--- src/rtl/wb_arb.sv ---
// -----------------------------------------------------------------------------
// wb_arb -- writeback arbiter in front of the 32x32 register file write port.
//
// Two result sources share the single register file write port:
//   * ALU path : one result per cycle, never back-pressured, highest priority.
//   * MDU path : multiply/divide/load results, queued in a small FIFO.
// A pending-write lookup lets decode stall on queued MDU results. A
// starvation hold stops sustained ALU traffic from blocking the FIFO head
// indefinitely.
//
// Ports:
//   clk, rst              clock, synchronous active-high reset
//   alu_valid/waddr/wdata ALU result (writes to $0 are dropped)
//   mdu_valid/waddr/wdata MDU result offer
//   mdu_ready             FIFO can accept (= !full, from count only)
//   q_addr, q_pending     decode lookup: a live queued write targets q_addr
//   alu_hold              registered; upstream keeps alu_valid low while set
//   rf_wen/waddr/wdata    registered register file write port
//
// Handshake: an MDU result transfers on a rising edge where mdu_valid and
// mdu_ready are both 1. mdu_ready depends only on the FIFO count, never on
// mdu_valid, and stays low while full even if the head pops that same edge.
// The producer must hold its offer until it transfers.
// -----------------------------------------------------------------------------
module wb_arb #(
    parameter int DEPTH      = 2,
    parameter int STARVE_MAX = 4
) (
    input  logic        clk,
    input  logic        rst,
    input  logic        alu_valid,
    input  logic [4:0]  alu_waddr,
    input  logic [31:0] alu_wdata,
    input  logic        mdu_valid,
    output logic        mdu_ready,
    input  logic [4:0]  mdu_waddr,
    input  logic [31:0] mdu_wdata,
    input  logic [4:0]  q_addr,
    output logic        q_pending,
    output logic        alu_hold,
    output logic        rf_wen,
    output logic [4:0]  rf_waddr,
    output logic [31:0] rf_wdata
);

    localparam int PW = (DEPTH > 1) ? $clog2(DEPTH) : 1;
    localparam int CW = $clog2(DEPTH + 1);
    localparam int SW = $clog2(STARVE_MAX + 1);

    localparam logic [CW-1:0] FULL_CNT   = CW'(DEPTH);
    localparam logic [CW-1:0] CNT_ONE    = CW'(1);
    localparam logic [PW-1:0] PTR_ONE    = PW'(1);
    localparam logic [SW-1:0] STARVE_LIM = SW'(STARVE_MAX);
    localparam logic [SW-1:0] STARVE_ONE = SW'(1);

    // Hold controller: ST_HOLD lasts exactly one cycle, during which the
    // FIFO head is forced out. alu_hold is a direct decode of this register.
    typedef enum logic {
        ST_RUN  = 1'b0,
        ST_HOLD = 1'b1
    } hold_state_t;

    hold_state_t state_q, state_d;

    // FIFO storage. An entry is "live" only while queued and not killed;
    // free slots are always dead so the lookup can scan every slot.
    logic [DEPTH-1:0] live_q, live_d;
    logic [4:0]       addr_q [DEPTH];
    logic [31:0]      data_q [DEPTH];
    logic [PW-1:0]    wr_ptr_q, rd_ptr_q;
    logic [CW-1:0]    count_q;
    logic [SW-1:0]    starve_q, starve_d;

    logic             empty;
    logic             full;
    logic             alu_eff;
    logic             alu_sel;
    logic             push;
    logic             pop;
    logic [DEPTH-1:0] kill;

    // ------------------------------------------------------------------
    // Selection
    // ------------------------------------------------------------------
    assign empty     = (count_q == '0);
    assign full      = (count_q == FULL_CNT);
    assign mdu_ready = !full;
    assign alu_hold  = (state_q == ST_HOLD);

    assign alu_eff = alu_valid && (alu_waddr != 5'd0);
    assign alu_sel = alu_eff && (state_q == ST_RUN);
    assign push    = mdu_valid && !full;
    assign pop     = !alu_sel && !empty;

    // An ALU write is younger than everything queued, so any queued live
    // write to the same register is now stale and must never reach the
    // register file. The entry being pushed this edge is not in live_q yet,
    // so it is naturally exempt.
    always_comb begin
        kill = '0;
        if (alu_sel) begin
            for (int i = 0; i < DEPTH; i++) begin
                if (live_q[i] && (addr_q[i] == alu_waddr)) begin
                    kill[i] = 1'b1;
                end
            end
        end
    end

    // Lookup over live slots; the head being popped this cycle still counts.
    always_comb begin
        q_pending = 1'b0;
        if (q_addr != 5'd0) begin
            for (int i = 0; i < DEPTH; i++) begin
                if (live_q[i] && (addr_q[i] == q_addr)) begin
                    q_pending = 1'b1;
                end
            end
        end
    end

    // Next liveness: apply kills, free the popped slot, then mark the
    // pushed slot. Push and pop never hit the same slot in one edge
    // (that would need the FIFO to be both empty and full).
    always_comb begin
        live_d = live_q & ~kill;
        if (pop) begin
            live_d[rd_ptr_q] = 1'b0;
        end
        if (push) begin
            live_d[wr_ptr_q] = (mdu_waddr != 5'd0);
        end
    end

    // ------------------------------------------------------------------
    // Starvation / hold controller (next-state)
    // ------------------------------------------------------------------
    always_comb begin
        state_d  = state_q;
        starve_d = starve_q;
        case (state_q)
            ST_HOLD: begin
                // The head is popped during the hold cycle; release next edge.
                state_d  = ST_RUN;
                starve_d = '0;
            end
            default: begin
                if (pop || empty) begin
                    starve_d = '0;
                end else begin
                    // Non-empty and not popping means the ALU won this edge.
                    starve_d = starve_q + STARVE_ONE;
                    if (starve_d == STARVE_LIM) begin
                        state_d = ST_HOLD;
                    end
                end
            end
        endcase
    end

    // ------------------------------------------------------------------
    // State registers
    // ------------------------------------------------------------------
    always_ff @(posedge clk) begin
        if (rst) begin
            state_q  <= ST_RUN;
            starve_q <= '0;
            live_q   <= '0;
            wr_ptr_q <= '0;
            rd_ptr_q <= '0;
            count_q  <= '0;
        end else begin
            state_q  <= state_d;
            starve_q <= starve_d;
            live_q   <= live_d;
            if (push) begin
                wr_ptr_q <= wr_ptr_q + PTR_ONE;
            end
            if (pop) begin
                rd_ptr_q <= rd_ptr_q + PTR_ONE;
            end
            case ({push, pop})
                2'b10:   count_q <= count_q + CNT_ONE;
                2'b01:   count_q <= count_q - CNT_ONE;
                default: count_q <= count_q;
            endcase
        end
    end

    // Payload needs no reset: a slot is only read after it has been pushed,
    // and liveness (which is reset) decides whether it ever writes.
    always_ff @(posedge clk) begin
        if (!rst && push) begin
            addr_q[wr_ptr_q] <= mdu_waddr;
            data_q[wr_ptr_q] <= mdu_wdata;
        end
    end

    // Register file write port.
    always_ff @(posedge clk) begin
        if (rst) begin
            rf_wen   <= 1'b0;
            rf_waddr <= 5'd0;
            rf_wdata <= 32'd0;
        end else if (alu_sel) begin
            rf_wen   <= 1'b1;
            rf_waddr <= alu_waddr;
            rf_wdata <= alu_wdata;
        end else if (pop) begin
            // A killed or $0 head drains silently: address/data still move.
            rf_wen   <= live_q[rd_ptr_q];
            rf_waddr <= addr_q[rd_ptr_q];
            rf_wdata <= data_q[rd_ptr_q];
        end else begin
            rf_wen   <= 1'b0;
        end
    end

endmodule

--- config.mk ---
export PLATFORM = sky130hd
export DESIGN_NAME = wb_arb
export DESIGN_NICKNAME = d
export VERILOG_FILES = /design/src/rtl/wb_arb.sv
export SDC_FILE = /design/constraint.sdc
export NUM_CORES = 1
export LEC_CHECK = 0
export BUFFER_PORTS_ARGS = -buffer_cell sky130_fd_sc_hd__buf_2
export CAP_MARGIN = 40
export CORE_ASPECT_RATIO = 1.25
export CORE_MARGIN = 5
export CORE_UTILIZATION = 57
export CTS_CLUSTER_SIZE = 8
export DETAILED_ROUTE_END_ITERATION = 7
export PLACE_DENSITY = 0.84
export SLEW_MARGIN = 20
export SYNTH_ARGS = -nofsm -noshare
export SYNTH_HDL_FRONTEND = slang
export SYNTH_SLANG_ARGS = --single-unit
--- constraint.sdc ---
create_clock -name clk -period 6.6 [get_ports clk]
set_clock_uncertainty 0.1 [all_clocks]
set_input_delay 0.99 -clock clk [delete_from_list [all_inputs] [get_ports clk]]
set_output_delay 0.99 -clock clk [all_outputs]
set_load 0.02 [all_outputs]
# Word level (Yosys, flattened, before mapping)
# Memory sizes are Yosys's and may differ from the RTL's. A register that Yosys moved wholly into a read port is not among the register bits.
# Index checks and enable logic that the tools add are counted.
totals:
  ff_bits: 48
  mem_bits_rw: 74
  in_bits: 83
  output_inout_bits: 41
  elab_cells: 85
  mem_count: 2
classes:
  n_addsub: 5
  order_cmp: 4
  eq_ne: 8
  mux: 29
  n_bitwise: 5
  n_reduce_logical: 23
mem_list:
  columns: ["memory", "depth", "word_bits", "rd", "rd_clocked_by_memory_dff", "wr", "line_no", "text"]
  rows:
  - ["data_q", 2, 32, 1, 1, 1, "69", "logic [31:0] data_q [DEPTH];"]
  - ["addr_q", 2, 5, 3, 1, 1, "68", "logic [4:0] addr_q [DEPTH];"]
ops:
  columns: ["cell", "n"]
  rows:
  - ["two-way mux 32 bit", 2]
  - ["equality test 5 bit", 4]
  - ["two-way mux 1 bit", 18]
  - ["nonzero test 5 bit", 3]
  - ["logical AND 1 bit", 11]
  - ["two-way mux 5 bit", 2]
  - ["two-way mux 2 bit", 3]
  - ["bitwise AND 2 bit", 2]
  - ["equality test 2 bit (second input constant)", 2]
  - ["logical NOT 1 bit", 4]
  - ["less-than comparator 1 x 2 -> 1 bit (second input constant)", 2]
  - ["NOT 2 bit", 2]
  - ["one-hot mux 2 bit (2 select lines)", 1]
  - ["nonzero test 2 bit", 2]
  - ["adder 3 x 1 -> 3 bit (second input constant)", 1]
  - ["equality test 3 bit (second input constant)", 1]
  - ["OR reduction 3 bit", 1]
  - ["adder 1 bit (second input constant)", 2]
  - ["adder 2 x 1 -> 2 bit (second input constant)", 1]
  - ["bitwise mux 2 bit", 1]
  - ["demux 1 bit (select 1 bit)", 2]
  - ["equality test 2 x 1 -> 1 bit (second input constant)", 1]
  - ["greater-or-equal comparator 1 bit (second input constant)", 2]
  - ["logical NOT 2 bit", 1]
  - ["3 further kinds", 3]

# Logic depth before layout (Yosys ltp)
logic_depth:
  ltp_word: 10
  mapped_depth: 10
  mapped_depth_nobuf: 7

# Worst setup path after synthesis
# OpenSTA, ideal clock, no wires.
synth_path:
  kind: "input port to flip-flop"
  start: "in rst"
  end: "mem addr_q[1][0], enable pin"
  setup_ps: 485
  arrival_time_ps: 4128
  t_required_ps: 6015
  slack_ps: 1887
  stages: 3
  n_path_buf: 2
  cell_sequence: "clkbuf_1 clkbuf_1 nor3b_1"
synth_via:
  elab_chain_len: 4
synth_rtl:
  columns: ["element", "line_no", "text"]
  rows:
  - ["start: declaration", "30", "input logic rst,"]
  - ["logical NOT 1 bit", "193", "if (!rst && push) begin"]
  - ["logical AND 1 bit", "193", null]
  - ["two-way mux 1 bit", "193", null]
  - ["two-way mux 1 bit (implied by the code)", "194", "addr_q[wr_ptr_q] <= mdu_waddr;"]
  - ["end: declaration", "68", null]
# Every way passes these cells.

# Worst setup path after layout
layout_path:
  start: "in q_addr[2]"
  end: "out q_pending"
layout_via:
  elab_chain_len: 5
  elab_cells_between_ends: 8
  classes_between: "eq/ne: 2; mux: 3; reduce/logical: 3"
layout_rtl:
  columns: ["element", "line_no", "text"]
  rows:
  - ["start: declaration", "38", "input logic [4:0] q_addr,"]
  - ["equality test 5 bit", "115", "if (live_q[i] && (addr_q[i] == q_addr)) begin"]
  - ["logical AND 1 bit", "115", null]
  - ["two-way mux 1 bit (2 in a row)", "115", null]
  - ["two-way mux 1 bit *", "113", "if (q_addr != 5'd0) begin"]
  - ["end: declaration", "39", "output logic q_pending,"]
# Every way passes the cells marked *; elsewhere a longest branch is shown, timed or not.

==> results.json <==
{
  "status": "finished, final reports clean",
  "coreArea_mm2": 0.00861,
  "rr_worst_depth": 6,
  "syn2layout_area_growth_pct": 25.9,
  "arrival_ps": 1950,
  "use_met1": 0.264,
  "rsz0062_at_grt": "no",
  "cts_setup_buffers": 0,
  "slew-limit-headroom": 0.497,
  "power.share.switching": 0.309,
  "worst_slew_pin_slew_ps": 754,
  "final-setup-viol-count": 0,
  "numPortBuffers": 123,
  "drt_iter0_markers": 272,
  "ctsHoldBuffers": 0,
  "wire_per_inst_um": 17.4,
  "drive_gt1_frac": 0.305,
  "cp-end-kind": "output port",
  "crit_fanout": 3,
  "clkPwrFrac": 0.336,
  "syn_nets": 499,
  "period_share": 0.460,
  "place_area_mm2": 0.00575,
  "overflow": 0,
  "die_w_um": 93.7,
  "met2_usage": 0.404,
  "wl_mm": 11.6,
  "clkTransAtPathRegs_ps": 50,
  "clock_sinks": 123,
  "drtAntennaViolNets": 0,
  "p_int_mw": 1.69,
  "synth-warning-count": 0,
  "fin_hold_ws_ps": 389,
  "drv_slew": 0,
  "initial_utilization": 0.580,
  "mostFrequentLayoutCells": "buf_2, nand2_1, edfxtp_1",
  "dieArea_mm2": 0.0107,
  "cts_resized": 0,
  "top_usage_layer": "met2",
  "nets": 621,
  "worst_ir_drop_vdd_uv": 260,
  "dp_cells": 636,
  "cts_tree": "yes",
  "num_rows": 38,
  "finalSetupTns_ps": 0,
  "pre_cts_ws_ps": 3560,
  "cts_root_buf": "clkbuf_8",
  "grt_pass1_vias": 3799,
  "antenna_found_initial": 1,
  "fin_area_mm2": 0.00628,
  "synth-seq-cells": 123,
  "worstPathRequired_ps": 5510,
  "clk_latency_ps": 500,
  "setup_ws_ps": 3560,
  "hpwl_mm": 7.91,
  "grt.total_usage": 0.227,
  "h-tree-depth": 4,
  "synth-async-reset-ratio": 0,
  "whs_path_depth": 1,
  "fin_crit_ps": 3040,
  "drtPass1Iterations": 5,
  "die_y_um": 115,
  "synth_cell_type_count": 36,
  "rrSetupSlack_ps": 4420,
  "crit_slowest_cell": "nor4_1",
  "boundaryPins": 124,
  "clock_path_buffers": 2,
  "max_stage_delay_ps": 270,
  "netlist_instances": 413,
  "hold_path_class": "register to register",
  "ys.flop_type": "edfxtp_1",
  "cp-start-kind": "input pin",
  "avgSynthCellArea_um2": 12.1,
  "crit_chain": "buf_2 > xor2_1 > nor4_1 > nand3_1 > a21oi_1 > buf_2",
  "synth-edff-count": 74,
  "powerDensity_mw_per_mm2": 389,
  "syn_area_mm2": 0.00499,
  "power.share.sequential": 0.415,
  "grt_pass1_wl_mm": 18.5,
  "hold_violations": 0,
  "drc": 0,
  "gp_congestion": 0.813,
  "cpMostUsedCell": "buf_2",
  "p_switching_mw": 0.755,
  "routed_via_density": 5.50,
  "cts_buffers": 17,
  "grt_max_degree": 46,
  "fmax_ghz": 0.329,
  "worstSetupPathType": "input pin to output port",
  "yosysSeqAreaShare": 0.642,
  "grt_use_met3": 0.0493,
  "p_leak_nw": 2.45,
  "pwr-share-comb": 0.250,
  "dr_total_vias": 3682,
  "max-cap-violations": 0,
  "final_common_cell": "buf_2",
  "fin_cells": 669
}
==> final timing paths <==
path | endpoint | from
setup / recovery | q_pending | q_addr[2]
hold reg to reg | starve_q[0] | starve_q[0]
hold / removal | starve_q[0] | starve_q[0]
setup reg to reg | count_q[1] | alu_hold
==> critical path, delay by kind of cell <==
family | cells | cell delay (ps)
simple gates | 2 | 400
buf+inv | 2 | 290
xor+xnor | 1 | 140
compound gates | 1 | 130
==> layout make-up <==
class	instances	area, um^2
Antenna cell	1	2.50
Clock buffer	20	425
Clock inverter	12	105
Fill cell	578	2320
Inverter	1	3.75
Multi-Input combinational cell	260	1680
Sequential cell	123	3200
Tap cell	120	150
Timing Repair Buffer	132	716
==> sequential cells by signal, summed over array words and instances, names as in the netlist, named ones only <==
name	cells
rf_waddr	5
rd_ptr_q	1
rf_wen	1
alu_hold	1
data_q	64
wr_ptr_q	1
rf_wdata	32
live_q	2
count_q	2
addr_q	10
starve_q	3
==> cells in the mapped netlist (all sizes together) (2+ instances only) <==
library cell,instances,area (um^2)
nand4,2,12.5
nor4,5,31.3
edfxtp,74,2220
nor3,3,15.0
a21oi,42,210
dfxtp,49,981
mux2i,37,370
nand2,76,285
o21ai,3,18.8
clkbuf,19,71.3
nor2b,2,12.5
xor2,16,140
nand3,3,15.0
nor4b,2,17.5
buf,10,55.1
or4,3,26.3
xnor2,8,70.1
or3,2,17.5
ha,3,37.5
o211ai,37,278
nor2,6,22.5
or2,2,12.5
==> power groups by stage <==
stage | combinational (mW) | sequential [mW] | clock, mW
floorplan | 0.392 | 1.06 | 0
global placement | 0.588 | 1.02 | 0
detailed placement | 0.607 | 1.03 | 0
CTS | 0.616 | 1.01 | 0.831
global route | 0.674 | 1.03 | 0.873
finish | 0.611 | 1.01 | 0.821
==> stage by stage <==
step | util | power, mW
final | 0.730 | 2.45
after global routing | 0.730 | 2.57
after CTS | 0.730 | 2.46
after detailed placement | 0.668 | 1.63
after global placement | 0.663 | 1.61
after floorplan | - | 1.45
==> per-layer routing <==
metal | routed length [um] | part of all wire
met5 | 0 | 0
met4 | 182 | 0.016
met3 | 815 | 0.070
met2 | 6310 | 0.54
met1 | 4310 | 0.37
==> cells by family after synthesis <==
group | after synthesis | share of synthesized area
DFF | 123 | 0.642
buffers and inverters | 30 | 0.0261
and+or+nand+nor | 109 | 0.0977
xor gates and xnor gates | 24 | 0.0421
adders and majority gates | 3 | 0.00752
AOI/OAI and AO/OA | 86 | 0.109
muxes | 38 | 0.0764
Power figures use the tool's default switching activity.
